## src/rtl/multicycle_control.sv

```systemverilog
// -----------------------------------------------------------------------------
// multicycle_control
//
// Main controller for a multicycle MIPS-subset datapath. It steps each
// instruction through fetch, decode, execute, memory and writeback states. It
// drives the datapath mux selects and write enables, and it issues the 4-bit
// ALU control word.
//
// Ports:
//   clk          system clock, rising edge
//   reset        asynchronous, active-high reset
//   opcode       IR[31:26]; sampled in DECODE
//   funct        IR[5:0]; sampled in EXEC
//   zero         ALU zero flag, used by BRANCH
//   mem_ready    memory finishes the current read/write this cycle
//   alu_control  {Ainvert, Bnegate/Cin, op[1:0]}
//   alu_src_a    0=PC, 1=reg A
//   alu_src_b    00=reg B, 01=4, 10=sign-ext imm, 11=sign-ext imm<<2
//   pc_source    00=ALU result, 01=ALUOut, 10=jump target
//   pc_en        PC write enable
//   iord         0=PC address, 1=ALUOut address
//   mem_read     memory read request
//   mem_write    memory write request
//   ir_write     IR load
//   reg_dst      0=rt, 1=rd
//   mem_to_reg   0=ALUOut, 1=MDR
//   reg_write    register file write
//   illegal      one-cycle pulse on an unsupported opcode or funct
//   mem_timeout  sticky memory-wait timeout flag; cleared only by reset
//   state        current state encoding (debug)
// -----------------------------------------------------------------------------
module multicycle_control #(
  parameter int unsigned TIMEOUT = 15  // legal range 1..255
) (
  input  logic       clk,
  input  logic       reset,
  input  logic [5:0] opcode,
  input  logic [5:0] funct,
  input  logic       zero,
  input  logic       mem_ready,
  output logic [3:0] alu_control,
  output logic       alu_src_a,
  output logic [1:0] alu_src_b,
  output logic [1:0] pc_source,
  output logic       pc_en,
  output logic       iord,
  output logic       mem_read,
  output logic       mem_write,
  output logic       ir_write,
  output logic       reg_dst,
  output logic       mem_to_reg,
  output logic       reg_write,
  output logic       illegal,
  output logic       mem_timeout,
  output logic [3:0] state
);

  typedef enum logic [3:0] {
    S_FETCH  = 4'd0,
    S_DECODE = 4'd1,
    S_MEMADR = 4'd2,
    S_MEMRD  = 4'd3,
    S_MEMWB  = 4'd4,
    S_MEMWR  = 4'd5,
    S_EXEC   = 4'd6,
    S_RWB    = 4'd7,
    S_BRANCH = 4'd8,
    S_ADDIEX = 4'd9,
    S_ADDIWB = 4'd10,
    S_JUMP   = 4'd11
  } state_t;

  localparam logic [3:0] ALU_AND = 4'b0000;
  localparam logic [3:0] ALU_ADD = 4'b0001;
  localparam logic [3:0] ALU_OR  = 4'b0010;
  localparam logic [3:0] ALU_SUB = 4'b0101;
  localparam logic [3:0] ALU_SLT = 4'b0111;
  localparam logic [3:0] ALU_NOR = 4'b1100;

  localparam logic [5:0] OP_RTYPE = 6'b000000;
  localparam logic [5:0] OP_J     = 6'b000010;
  localparam logic [5:0] OP_BEQ   = 6'b000100;
  localparam logic [5:0] OP_ADDI  = 6'b001000;
  localparam logic [5:0] OP_LW    = 6'b100011;
  localparam logic [5:0] OP_SW    = 6'b101011;

  localparam logic [7:0] TIMEOUT_C = 8'(TIMEOUT);

  state_t     state_q, state_d;
  logic [7:0] wait_cnt_q, wait_cnt_d;
  logic       mem_timeout_q, mem_timeout_d;
  // lw/sw direction is captured in DECODE, so MEMADR does not look at opcode again.
  logic       is_store_q, is_store_d;

  logic       wait_state;
  logic       expired;

  always_ff @(posedge clk or posedge reset) begin
    if (reset) begin
      state_q       <= S_FETCH;
      wait_cnt_q    <= 8'd0;
      mem_timeout_q <= 1'b0;
      is_store_q    <= 1'b0;
    end else begin
      state_q       <= state_d;
      wait_cnt_q    <= wait_cnt_d;
      mem_timeout_q <= mem_timeout_d;
      is_store_q    <= is_store_d;
    end
  end

  // The three memory-handshake states share one wait counter.
  assign wait_state = (state_q == S_FETCH) || (state_q == S_MEMRD) || (state_q == S_MEMWR);
  assign expired    = wait_state && (wait_cnt_q == TIMEOUT_C) && !mem_ready;

  always_comb begin
    state_d       = S_FETCH;
    wait_cnt_d    = wait_cnt_q;
    mem_timeout_d = mem_timeout_q;
    is_store_d    = is_store_q;

    alu_control = ALU_ADD;
    alu_src_a   = 1'b0;
    alu_src_b   = 2'b00;
    pc_source   = 2'b00;
    pc_en       = 1'b0;
    iord        = 1'b0;
    mem_read    = 1'b0;
    mem_write   = 1'b0;
    ir_write    = 1'b0;
    reg_dst     = 1'b0;
    mem_to_reg  = 1'b0;
    reg_write   = 1'b0;
    illegal     = 1'b0;

    case (state_q)
      S_FETCH: begin
        mem_read  = 1'b1;
        alu_src_b = 2'b01;
        if (mem_ready) begin
          ir_write = 1'b1;
          pc_en    = 1'b1;
          state_d  = S_DECODE;
        end else begin
          state_d  = S_FETCH;  // timeout also lands here, with the counter restarted
        end
      end
      S_DECODE: begin
        alu_src_b  = 2'b11;
        is_store_d = (opcode == OP_SW);
        case (opcode)
          OP_LW, OP_SW: state_d = S_MEMADR;
          OP_RTYPE:     state_d = S_EXEC;
          OP_BEQ:       state_d = S_BRANCH;
          OP_ADDI:      state_d = S_ADDIEX;
          OP_J:         state_d = S_JUMP;
          default: begin
            illegal = 1'b1;
            state_d = S_FETCH;
          end
        endcase
      end
      S_MEMADR: begin
        alu_src_a = 1'b1;
        alu_src_b = 2'b10;
        state_d   = is_store_q ? S_MEMWR : S_MEMRD;
      end
      S_MEMRD: begin
        mem_read = 1'b1;
        iord     = 1'b1;
        if (mem_ready)    state_d = S_MEMWB;
        else if (expired) state_d = S_FETCH;
        else              state_d = S_MEMRD;
      end
      S_MEMWB: begin
        mem_to_reg = 1'b1;
        reg_write  = 1'b1;
        state_d    = S_FETCH;
      end
      S_MEMWR: begin
        mem_write = 1'b1;
        iord      = 1'b1;
        if (mem_ready || expired) state_d = S_FETCH;
        else                      state_d = S_MEMWR;
      end
      S_EXEC: begin
        alu_src_a = 1'b1;
        state_d   = S_RWB;
        case (funct)
          6'b100000: alu_control = ALU_ADD;
          6'b100010: alu_control = ALU_SUB;
          6'b100100: alu_control = ALU_AND;
          6'b100101: alu_control = ALU_OR;
          6'b100111: alu_control = ALU_NOR;
          6'b101010: alu_control = ALU_SLT;
          default: begin
            illegal = 1'b1;
            state_d = S_FETCH;
          end
        endcase
      end
      S_RWB: begin
        reg_dst   = 1'b1;
        reg_write = 1'b1;
        state_d   = S_FETCH;
      end
      S_BRANCH: begin
        alu_src_a   = 1'b1;
        alu_control = ALU_SUB;
        pc_source   = 2'b01;
        pc_en       = zero;
        state_d     = S_FETCH;
      end
      S_ADDIEX: begin
        alu_src_a = 1'b1;
        alu_src_b = 2'b10;
        state_d   = S_ADDIWB;
      end
      S_ADDIWB: begin
        reg_write = 1'b1;
        state_d   = S_FETCH;
      end
      S_JUMP: begin
        pc_source = 2'b10;
        pc_en     = 1'b1;
        state_d   = S_FETCH;
      end
      default: state_d = S_FETCH;  // unused encodings recover with default outputs
    endcase

    if (wait_state && !mem_ready) begin
      wait_cnt_d = wait_cnt_q + 8'd1;
      if (expired) mem_timeout_d = 1'b1;
    end
    // Restart the count on every entry to a wait state. A FETCH timeout re-enters FETCH.
    if ((state_d == S_FETCH || state_d == S_MEMRD || state_d == S_MEMWR) &&
        (state_d != state_q || expired)) begin
      wait_cnt_d = 8'd0;
    end

    // Reset is asynchronous, so the enables must be suppressed combinationally too.
    if (reset) begin
      pc_en     = 1'b0;
      ir_write  = 1'b0;
      reg_write = 1'b0;
      mem_read  = 1'b0;
      mem_write = 1'b0;
      illegal   = 1'b0;
    end
  end

  assign mem_timeout = mem_timeout_q;
  assign state       = state_q;

endmodule

```

## config.mk

```make
export PLATFORM = sky130hd
export DESIGN_NAME = multicycle_control
export DESIGN_NICKNAME = d
export VERILOG_FILES = /design/src/rtl/multicycle_control.sv
export SDC_FILE = /design/constraint.sdc
export NUM_CORES = 1
export LEC_CHECK = 0
export CORE_UTILIZATION = 47
export CTS_CLUSTER_SIZE = 25
export DETAILED_ROUTE_END_ITERATION = 16
export GPL_ROUTABILITY_DRIVEN = 0
export HOLD_SLACK_MARGIN = 0.02
export PLACE_DENSITY = 0.9
export SETUP_SLACK_MARGIN = 0.1
export SYNTH_ARGS = -nofsm -noshare
export SYNTH_HDL_FRONTEND = slang
export SYNTH_SLANG_ARGS = --single-unit
export TNS_END_PERCENT = 5
```

## constraint.sdc

```tcl
create_clock -name clk -period 3 [get_ports clk]
set_input_delay 0.6 -clock clk [delete_from_list [all_inputs] [get_ports clk]]
set_output_delay 0.6 -clock clk [all_outputs]
set_load 0.005 [all_outputs]
```

* Word-level counts from Yosys, hierarchy flattened *
Cells that the tools add are included.

storage, ports and cells
  bits in registers = 14
  logic and storage cells = 88

operators by class
  add/subtract/negate cells = 1
  eq/ne operators = 26
  mux-type cells = 33
  reductions and logical operators = 24

operator list
  kind                   number
  $eq A6 B6 Y1 const B   8
  $pmux W4 S5            2
  $pmux W4 S7            1
  $eq A4 B3 Y1 const B   5
  $mux W1                18
  $eq A4 B4 Y1 const B   4
  $mux W8                2
  $eq A4 B2 Y1 const B   3
  $mux W3                4
  $reduce_or A6 Y1       2
  $add A8 B1 Y8 const B  1
  $eq A8 B4 Y1 const B   1
  $logic_not A4 Y1       2
  $pmux W4 S2            1
  $reduce_or A2 Y1       4
  $eq A6 B2 Y1 const B   1
  $eq A6 B3 Y1 const B   1
  $eq A6 B4 Y1 const B   1
  $logic_not A6 Y1       1
  $logic_or A1 B1 Y1     6
  $pmux W2 S3            1
  $eq A4 B1 Y1 const B   1
  $logic_and A1 B1 Y1    4
  $ne A4 B4 Y1           1
  9 further kinds        9

* Longest topological paths before layout *
Gate-level depths: netlist of run 1.

  depth in word-level cells = 13
  mapped depth = 9

* Worst setup path before layout of run 1 *
Ideal clock, no wire load.

  kind = input to register
  start = input port opcode[3]
  end = register wait_cnt_q[0]
  setup time = 0.132 ns
  arrival = 2.184 ns
  setup slack = 0.683 ns
  stages on the path = 7
  path buffers = 1
  cell sequence = clkbuf_1 maj3_1 or4_1 o21ai_0 a221oi_1 a211oi_4 nor2_1

between the ends
  longest elaborated chain between the ends = 9

RTL lines
  item                                                     RTL line  source
  start, declared                                          37        input logic [5:0] opcode,
  $eq A6 B6 Y1                                             151       case (opcode)
  $reduce_or A2 Y1                                         --
  $pmux W4 S5 *                                            151
  $pmux W4 S7 *                                            136       case (state_q)
  $eq A4 B2 Y1 / $logic_not A4 Y1 (equally long branches)  236       if ((state_d == S_FETCH || state_d == S_MEMRD || state_d == S_MEMWR) &&
  $logic_or A1 B1 Y1 (2 in series)                         236
  $logic_and A1 B1 Y1 *                                    236
  $mux W8 / $reduce_bool A2 Y1 (equally long branches)     --
  end signal, assigned                                     106       wait_cnt_q <= wait_cnt_d;
  end, declared                                            90        logic [7:0] wait_cnt_q, wait_cnt_d;

Mark *: on every way between the ends. The rest lies on a longest branch, timed or not.
A chain may end at the register's enable or synchronous reset.

* Final worst setup path of run 1 *
  start = input port opcode[2]
  end = output port illegal

between the ends
  longest elaborated chain between the ends = 5

RTL lines
  item                                  RTL line  source
  $eq A6 B6 Y1 (tied with other cells)  151
  $reduce_or A6 Y1 (no source line) *   --
  $mux W1 *                             151
  $pmux W1 S2 *                         136
  $mux W1 *                             242       if (reset) begin
  end, declared                         53        output logic illegal,

Marked as above.

==> parameters.txt, run 1 <==
Parameter                              Value

Yosys
  Syn. warnings ... 0
  Cell area after technology mapping ... 1270 um^2
  Share of synthesized cell area in and, or, nand and nor gates ... 35.7%
  XOR/XNOR Fraction of Synth Area ... 8.30%
  Post-Syn Nets ... 174
  Share of Yosys cell area claimed by the top area cell type ... between 20% and 30%
  Yosys top cell by area ... sky130_fd_sc_hd__dfrtp_1
  Top area cells in the synthesized netlist ... sky130_fd_sc_hd__dfrtp_1 28%, sky130_fd_sc_hd__nor2_1 7.7%, sky130_fd_sc_hd__xnor2_1 4.2%
  Commonest register cell after synthesis ... sky130_fd_sc_hd__dfrtp_1
  Post-synthesis cell type count ... 53
  Synth async-reset ratio ... 100%
  Share of the synthesized area in compound gates (AO/OA/AOI/OAI) ... 18.2%
  #FFs+latches synth ... 14
  Number of enable-type register cells in the synthesized netlist ... 0
  Mapped Avg Cell Area ... 8.07 um^2
  Post-synthesis share of cell area spent on full adders, half adders and majority gates ... 1.78%
  Largest family of logic cells by synthesized area ... simple AND/OR/NAND/NOR gates
  Fraction of synthesized area in multiplexers ... 3.26%
  Sequential fraction of the synthesis area ... about 28%
  Number of standard cells after synthesis ... approximately 160

Min path
  Min-Delay Path Class ... register to register

CTS
  Clock latency on the worst-skew pair ... 0.28 ns
  Number of sinks on the clock net ... 14
  Max Buffers Root-to-Sink ... 2
  Total clock buffers created by CTS ... 3
  Number of setup buffers added after CTS ... 0
  Number of hold-repair buffers added at the cts stage ... 0
  Root Buffer ... sky130_fd_sc_hd__clkbuf_4
  CTS clk-pin slew, worst paths ... approximately 0.08 ns
  CTS H-Tree Depth ... 1
  TritonCTS clock tree ... built

Layout
  Fill cell count ... 206
  Post-layout utilization of the core ... 68.9%
  Final Instance Area ... 1740 um^2
  Net count, final ... 217
  Share of final-layout standard cells stronger than drive strength 1 ... 12.6%
  Number of inserted diodes ... 0
  Synth-to-layout area growth ... 37.4%

Floorplan
  Effective utilization at floorplan ... 50.2%
  Top-Level Pins ... 39
  Total core area ... approximately 2500 um^2
  Die Width ... 53.9 um
  Std-Cell Rows ... 18
  Full die area ... just under 3000 um^2
  Height of the chip ... roughly 54 um

Global routing
  Number of antenna violations at the first check in global routing ... 0
  Global-route wire length before repair ... 5.15 mm
  Via count of the first global-routing pass ... approximately 1.2k
  GRT Util Overall ... 24.6%
  Largest net degree at the start of global routing ... 17
  Global-route congestion overflow total ... 0

Detailed routing
  Total wirelength of the detailed-routed design ... 3.23 mm
  Drt first-iter violations ... 49
  Via density per instance ... 5.71
  Residual DRC ... 0
  TritonRoute pass-1 iters ... 4
  Wire length per cell after detailed routing ... 14.1 um
  Overall via count from detail_route ... 1,307
  Remaining number of nets flagged by the antenna check after routing ... 0

Critical path
  Worst Path Class, Setup ... primary input to primary output
  Crit path arrival time ... 2.22 ns
  Required time at the endpoint of the critical path ... 2.40 ns
  Worst-path cell chain ... clkdlybuf4s50_1, maj3_1, or4_1, nand3_1, a21oi_1, dlygate4sd2_1
  Peak fanout along the critical path ... 2
  Slowest cell on the critical path ... sky130_fd_sc_hd__clkdlybuf4s50_1
  Startpoint class of the critical path ... primary input
  Critical Path Max Stage Delay ... 0.42 ns
  Kind of cell with the highest combined delay on the critical path ... buffers and inverters
  Crit path buffers/inverters ... 2
  Sort of element at the end of the critical path ... primary output

Timing
  Final hold violation count ... 0
  Worst setup margin ... 0.185 ns
  Fmax ... 355 MHz
  Setup_tns ... 0 ns
  Number of max-slew violations in the final report ... 0
  Transition time of the tightest slew-check pin ... 0.523 ns
  Final setup violating endpoints ... 0
  RSZ-0062 raised after global routing ... yes
  Final worst path period need ... 2.82 ns
  Crit share post-route ... 93.8%
  Post-route clock skew ... 0.00648 ns
  Worst max-slew margin expressed relative to the limit ... 65.1%

Place
  Total placed instance area ... 1700 um^2
  Detailed placer's ending HPWL ... 2.51 mm
  Total of buffers placed on input and output ports ... 38
  Worst setup slack after placement ... 0.000531 ns

Power and ir drop
  Worst voltage drop across the vdd grid ... just under 500 uV
  Post-layout total power ... about 1.1 mW
  P_leak ... 0.715 nW
  Power density over the cells ... 604 nW/um^2

Run
  Maximum Capacitance Violations ... 0

Run status
  Run status ... finished, final reports clean
-- cells in the mapped netlist, drive strengths merged (5+ instances only) --
cell type	n
xor2	6
buf	5
nand2b	7
nor2	26
nand2	11
xnor2	6
nor3	9
dfrtp	14
nand3	6
o21ai	10
-- per-stage QoR --
step           instances  hold WS [ns]
3_3_place_gp         225         0.453
2_1_floorplan        157         0.459
6_report             229         0.483
3_5_place_dp         225         0.457
5_1_grt              229         0.510
4_1_cts              229         0.489
-- logic make-up (layout without fill, tap and decap cells) --
| family | count (synthesis) | in the layout |
|---|---|---|
| multiplexers | 4 | 4 |
| flip-flops | 14 | 14 |
| buffers and inverters | 13 | 55 |
| XOR/XNOR | 12 | 12 |
| AO/OA/AOI/OAI | 30 | 30 |
| adder cells (fa/ha/maj) | 2 | 2 |
| AND/OR/NAND/NOR | 82 | 82 |
-- cell usage in the layout, fill, tap and decap left out, types with 3 or more instances in the layout --
cell	n
sky130_fd_sc_hd__a21oi_1	4
sky130_fd_sc_hd__buf_4	9
sky130_fd_sc_hd__clkbuf_4	3
sky130_fd_sc_hd__clkdlybuf4s50_1	36
sky130_fd_sc_hd__dfrtp_1	14
sky130_fd_sc_hd__inv_1	4
sky130_fd_sc_hd__mux2i_1	3
sky130_fd_sc_hd__nand2_1	11
sky130_fd_sc_hd__nand2b_1	7
sky130_fd_sc_hd__nand3_1	6
sky130_fd_sc_hd__nor2_1	26
sky130_fd_sc_hd__nor2b_1	4
sky130_fd_sc_hd__nor3_1	9
sky130_fd_sc_hd__nor4_1	3
sky130_fd_sc_hd__o21ai_0	9
sky130_fd_sc_hd__xnor2_1	6
sky130_fd_sc_hd__xor2_1	6
-- sequential cells by signal, summed over array words and instances (netlist names) --
name / flops
mem_timeout: 1
is_store_q: 1
wait_cnt_q: 8
state: 4
-- worst reg2reg max path, delay by kind of cell, from the launching register on --
kind | cells | cell delay [ns]
compound gates | 4 | 0.83
flops | 1 | 0.60
simple gates | 3 | 0.62
buf+inv | 1 | 0.25
-- path summary, 6_finish.rpt --
check                                   startpoint                         to  slack, ns  cells after the start
min                        mem_timeout$_DFFE_PP0P_    mem_timeout$_DFFE_PP0P_       0.48                      1
max in group asynchronous                    reset    mem_timeout$_DFFE_PP0P_       1.78                      2
min reg2reg                mem_timeout$_DFFE_PP0P_    mem_timeout$_DFFE_PP0P_       0.48                      1
max reg2reg                     state[0]$_DFF_PP0_  wait_cnt_q[1]$_DFFE_PP0P_       0.59                      8
max                                      opcode[2]                    illegal       0.18                      6
min in group asynchronous                    reset         state[2]$_DFF_PP0_       0.86                      2
-- cell type report --
cell class / instances / area (um^2) / share of cell area [%]
clock buffers: 4 / 36.3 / 2.09
inverters: 4 / 15.0 / 0.863
multi-input cells: 130 / 851 / 48.9
flip-flops and latches: 14 / 350 / 20.1
well taps: 30 / 37.5 / 2.16
repair buffers: 47 / 449 / 25.8
-- what timing repair did --
item,4_1_cts,5_1_grt
gates resized for setup,1,1
pin swaps,0,0
endpoints found under the hold margin,0,0
setup endpoints to repair,1,4
-- where the power goes --
part           switching (mW)  total, mW  internal [mW]
Sequential             0.0673      0.285          0.218
Clock                  0.0621      0.136         0.0739
Combinational           0.301      0.630          0.329
-- metal layers --
layer,part of all wire (%),GRT usage [%],up-vias
met3,6.9,5.65,2
met1,44,30.2,610
met4,0.28,6.58,0
li1,-,-,638
met5,0,0,-
met2,49,42.8,57
Note: power is estimated with default switching activity, not from simulation.
==> run 2: changes to the inputs <==
Settings changed: PLACE_DENSITY 0.9 to 0.92.
==> run 2 against run 1 <==
Setup slack got worse by 0.012 ns. Routed wire length is 7.2% higher. Global-route usage up 0.99 points. Clock-buffer cell count did not move. Register-to-register slack lost 0.04 ns. First-iteration DRC count is 59% lower. Final area stayed put. Critical endpoint is now alu_control[2]. Largest power group unchanged. Highest routed layer unchanged.
==> parameters.txt, run 2 (same netlist as run 1, synthesis figures left out) <==
Parameter                              Value

Floorplan
  Effective utilization at floorplan ... 50.2% (unchanged)
  Full die area ... 2910 um^2 (unchanged)
  Top-Level Pins ... 39 (unchanged)
  Std-Cell Rows ... 18 (unchanged)
  Total core area ... 2520 um^2 (unchanged)
  Height of the chip ... 53.9 um (unchanged)
  Die Width ... 53.9 um (unchanged)

Layout
  Fill cell count ... 185 (-10%)
  Register containing the most flip-flops in the final layout ... wait_cnt_q
  Post-layout utilization of the core ... 68.9% (unchanged)
  Leading cell type in the layout, fill and taps excluded ... sky130_fd_sc_hd__clkdlybuf4s50_1
  Most used cells in the layout excluding fill and tap cells ... 36 x sky130_fd_sc_hd__clkdlybuf4s50_1, 26 x sky130_fd_sc_hd__nor2_1, 14 x sky130_fd_sc_hd__dfrtp_1, 11 x sky130_fd_sc_hd__nand2_1
  Synth-to-layout area growth ... 37.4% (unchanged)
  Net count, final ... 217 (unchanged)
  Sequential cell area ... 350 um^2 (unchanged)
  Area occupied by multi-input gates ... 851 um^2 (unchanged)
  Flip-flop count of the largest register, all copies and words added ... 8 (unchanged)
  Number of inserted diodes ... 0 (unchanged)
  Share of final-layout standard cells stronger than drive strength 1 ... 12.6% (unchanged)

Global routing
  Global-route congestion overflow total ... 0 (unchanged)
  Global-route wire length before repair ... 5.29 mm (+2.5%)
  Number of antenna violations at the first check in global routing ... 0 (unchanged)
  Via count of the first global-routing pass ... 1,168 (-3.0%)
  Largest net degree at the start of global routing ... 18 (+1)
  GRT Util Overall ... 25.6% (+0.99 points)

Timing
  Final hold violation count ... 0 (unchanged)
  Post-route clock skew ... 0.00172 ns (-0.00476 ns)
  Final worst path period need ... 2.83 ns (+0.0119 ns)
  Fmax ... 354 MHz (-0.42%)
  Worst max-slew margin expressed relative to the limit ... 65.8% (+0.66 points)
  Transition time of the tightest slew-check pin ... 0.513 ns (-0.00989 ns)
  Number of max-slew violations in the final report ... 0 (unchanged)
  RSZ-0062 raised after global routing ... yes
  Crit share post-route ... 94.2% (+0.40 points)
  Worst setup margin ... 0.173 ns (-0.0119 ns)
  Final setup violating endpoints ... 0 (unchanged)

Power and ir drop
  P_leak ... 0.715 nW (unchanged)
  Worst voltage drop across the vdd grid ... 530 uV (+9.0%)
  Power density over the cells ... 609 nW/um^2 (+0.78%)

Critical path
  Critical Path Max Stage Delay ... 0.57 ns (+0.15 ns)
  Worst reg-to-reg path cell count ... 7 (-1)
  Startpoint class of the critical path ... register
  Start point of the critical path ... state[3]$_DFF_PP0_
  Critical register-to-register path startpoint ... state[3]$_DFF_PP0_
  Sort of element at the end of the critical path ... primary output
  Logic depth of the worst setup path including buffers ... 4 (-2)
  Slowest cell on the critical path ... sky130_fd_sc_hd__dfrtp_1
  Worst Path Class, Setup ... register to primary output
  Reg2reg setup slack ... 0.55 ns (-0.04 ns)
  Worst-path cell chain ... and4bb_2, nor2b_1, a31o_2, clkdlybuf4s50_1
  Crit path arrival time ... 2.23 ns (about the same)
  Endpoint of the worst-slack reg-to-reg timing path ... wait_cnt_q[6]$_DFFE_PP0P_
  Crit path buffers/inverters ... 1 (-1)
  End of the critical path ... alu_control[2]
  Required time at the endpoint of the critical path ... 2.40 ns (about the same)
  Peak fanout along the critical path ... 16 (+14)
  Kind of cell with the highest combined delay on the critical path ... simple AND/OR/NAND/NOR gates

CTS
  Total clock buffers created by CTS ... 3 (unchanged)
  CTS H-Tree Depth ... 1 (unchanged)
  Number of setup buffers added after CTS ... 0 (unchanged)
  Root Buffer ... sky130_fd_sc_hd__clkbuf_4
  TritonCTS clock tree ... built
  CTS clk-pin slew, worst paths ... 0.08 ns (about the same)
  Clock latency on the worst-skew pair ... 0.28 ns (about the same)
  Number of sinks on the clock net ... 14 (unchanged)
  Max Buffers Root-to-Sink ... 2 (unchanged)

Place
  Total of buffers placed on input and output ports ... 38 (unchanged)
  Detailed placer's ending HPWL ... 2.58 mm (+3.0%)
  Worst setup slack after placement ... -0.00374 ns (-0.00427 ns)

Detailed routing
  Via density per instance ... 5.88 (+3.0%)
  Wire length per cell after detailed routing ... 15.1 um (+7.2%)
  Remaining number of nets flagged by the antenna check after routing ... 0 (unchanged)
  Drt first-iter violations ... 20 (-59%)
  Overall via count from detail_route ... 1,346 (+3.0%)
  TritonRoute pass-1 iters ... 4 (unchanged)
  Total wirelength of the detailed-routed design ... 3.46 mm (+7.2%)
  Residual DRC ... 0 (unchanged)

Run status
  Run status ... finished, final reports clean

Min path
  Min-Delay Path Class ... register to register

Run
  Maximum Capacitance Violations ... 0 (unchanged)
-- run 2: cell counts in the layout (fill, tap and decap cells not counted) --
No cell type changed its count.
-- run 2: timing repair --
| item | 4_1_cts | 5_1_grt |
|---|---|---|
| resized for setup | 1 | 1 |
| setup endpoints to repair | 1 | 5 |
| hold buffers | 0 | 0 |
-- run 2: area by class of cell --
cell class | count | area share [%]
inverters | 4 | 0.863
repair buffers | 47 | 25.8
well taps | 30 | 2.16
clock buffers | 4 | 2.09
flip-flops and latches | 14 | 20.1
multi-input cells | 130 | 48.9
-- run 2: routing by layer --
layer | global-route usage (%) | vias to the layer above | share of wire [%]
met5 | 0 | - | 0
met4 | 13.2 | 0 | 3.6
met3 | 3.95 | 15 | 6.5
met2 | 42.2 | 71 | 48
met1 | 32.1 | 614 | 42
li1 | - | 646 | -
-- run 2: stage by stage --
step                      hold slack (ns)  setup TNS [ns]  total power, mW  area, um^2  cells
after floorplan                     0.459               0            0.682        1270    157
after global placement              0.455               0            0.893        1700    225
after detailed placement            0.457        -0.00374            0.922        1700    225
after CTS                           0.480               0             1.05        1740    229
after global routing                0.527               0             1.13        1740    229
final                               0.471               0             1.06        1740    229
-- run 2: power breakdown --
part / switching [mW] / total, mW / internal [mW] / leakage, nW
combinational: 0.338 / 0.669 / 0.330 / 0.503
clock: 0.0605 / 0.134 / 0.0738 / 0.0210
sequential: 0.0378 / 0.256 / 0.218 / 0.191
-- run 2: worst min path at each step --
| stage | slack [ns] | cells after the start | from | end |
|---|---|---|---|---|
| 2_1_floorplan | 0.46 | 1 | mem_timeout$_DFFE_PP0P_ | mem_timeout$_DFFE_PP0P_ |
| 3_5_place_dp | 0.46 | 1 | mem_timeout$_DFFE_PP0P_ | mem_timeout$_DFFE_PP0P_ |
| 4_1_cts | 0.48 | 1 | mem_timeout$_DFFE_PP0P_ | mem_timeout$_DFFE_PP0P_ |
| 3_3_place_gp | 0.45 | 1 | mem_timeout$_DFFE_PP0P_ | mem_timeout$_DFFE_PP0P_ |
| 6_report | 0.47 | 1 | mem_timeout$_DFFE_PP0P_ | mem_timeout$_DFFE_PP0P_ |
| 5_1_grt | 0.53 | 1 | mem_timeout$_DFFE_PP0P_ | mem_timeout$_DFFE_PP0P_ |
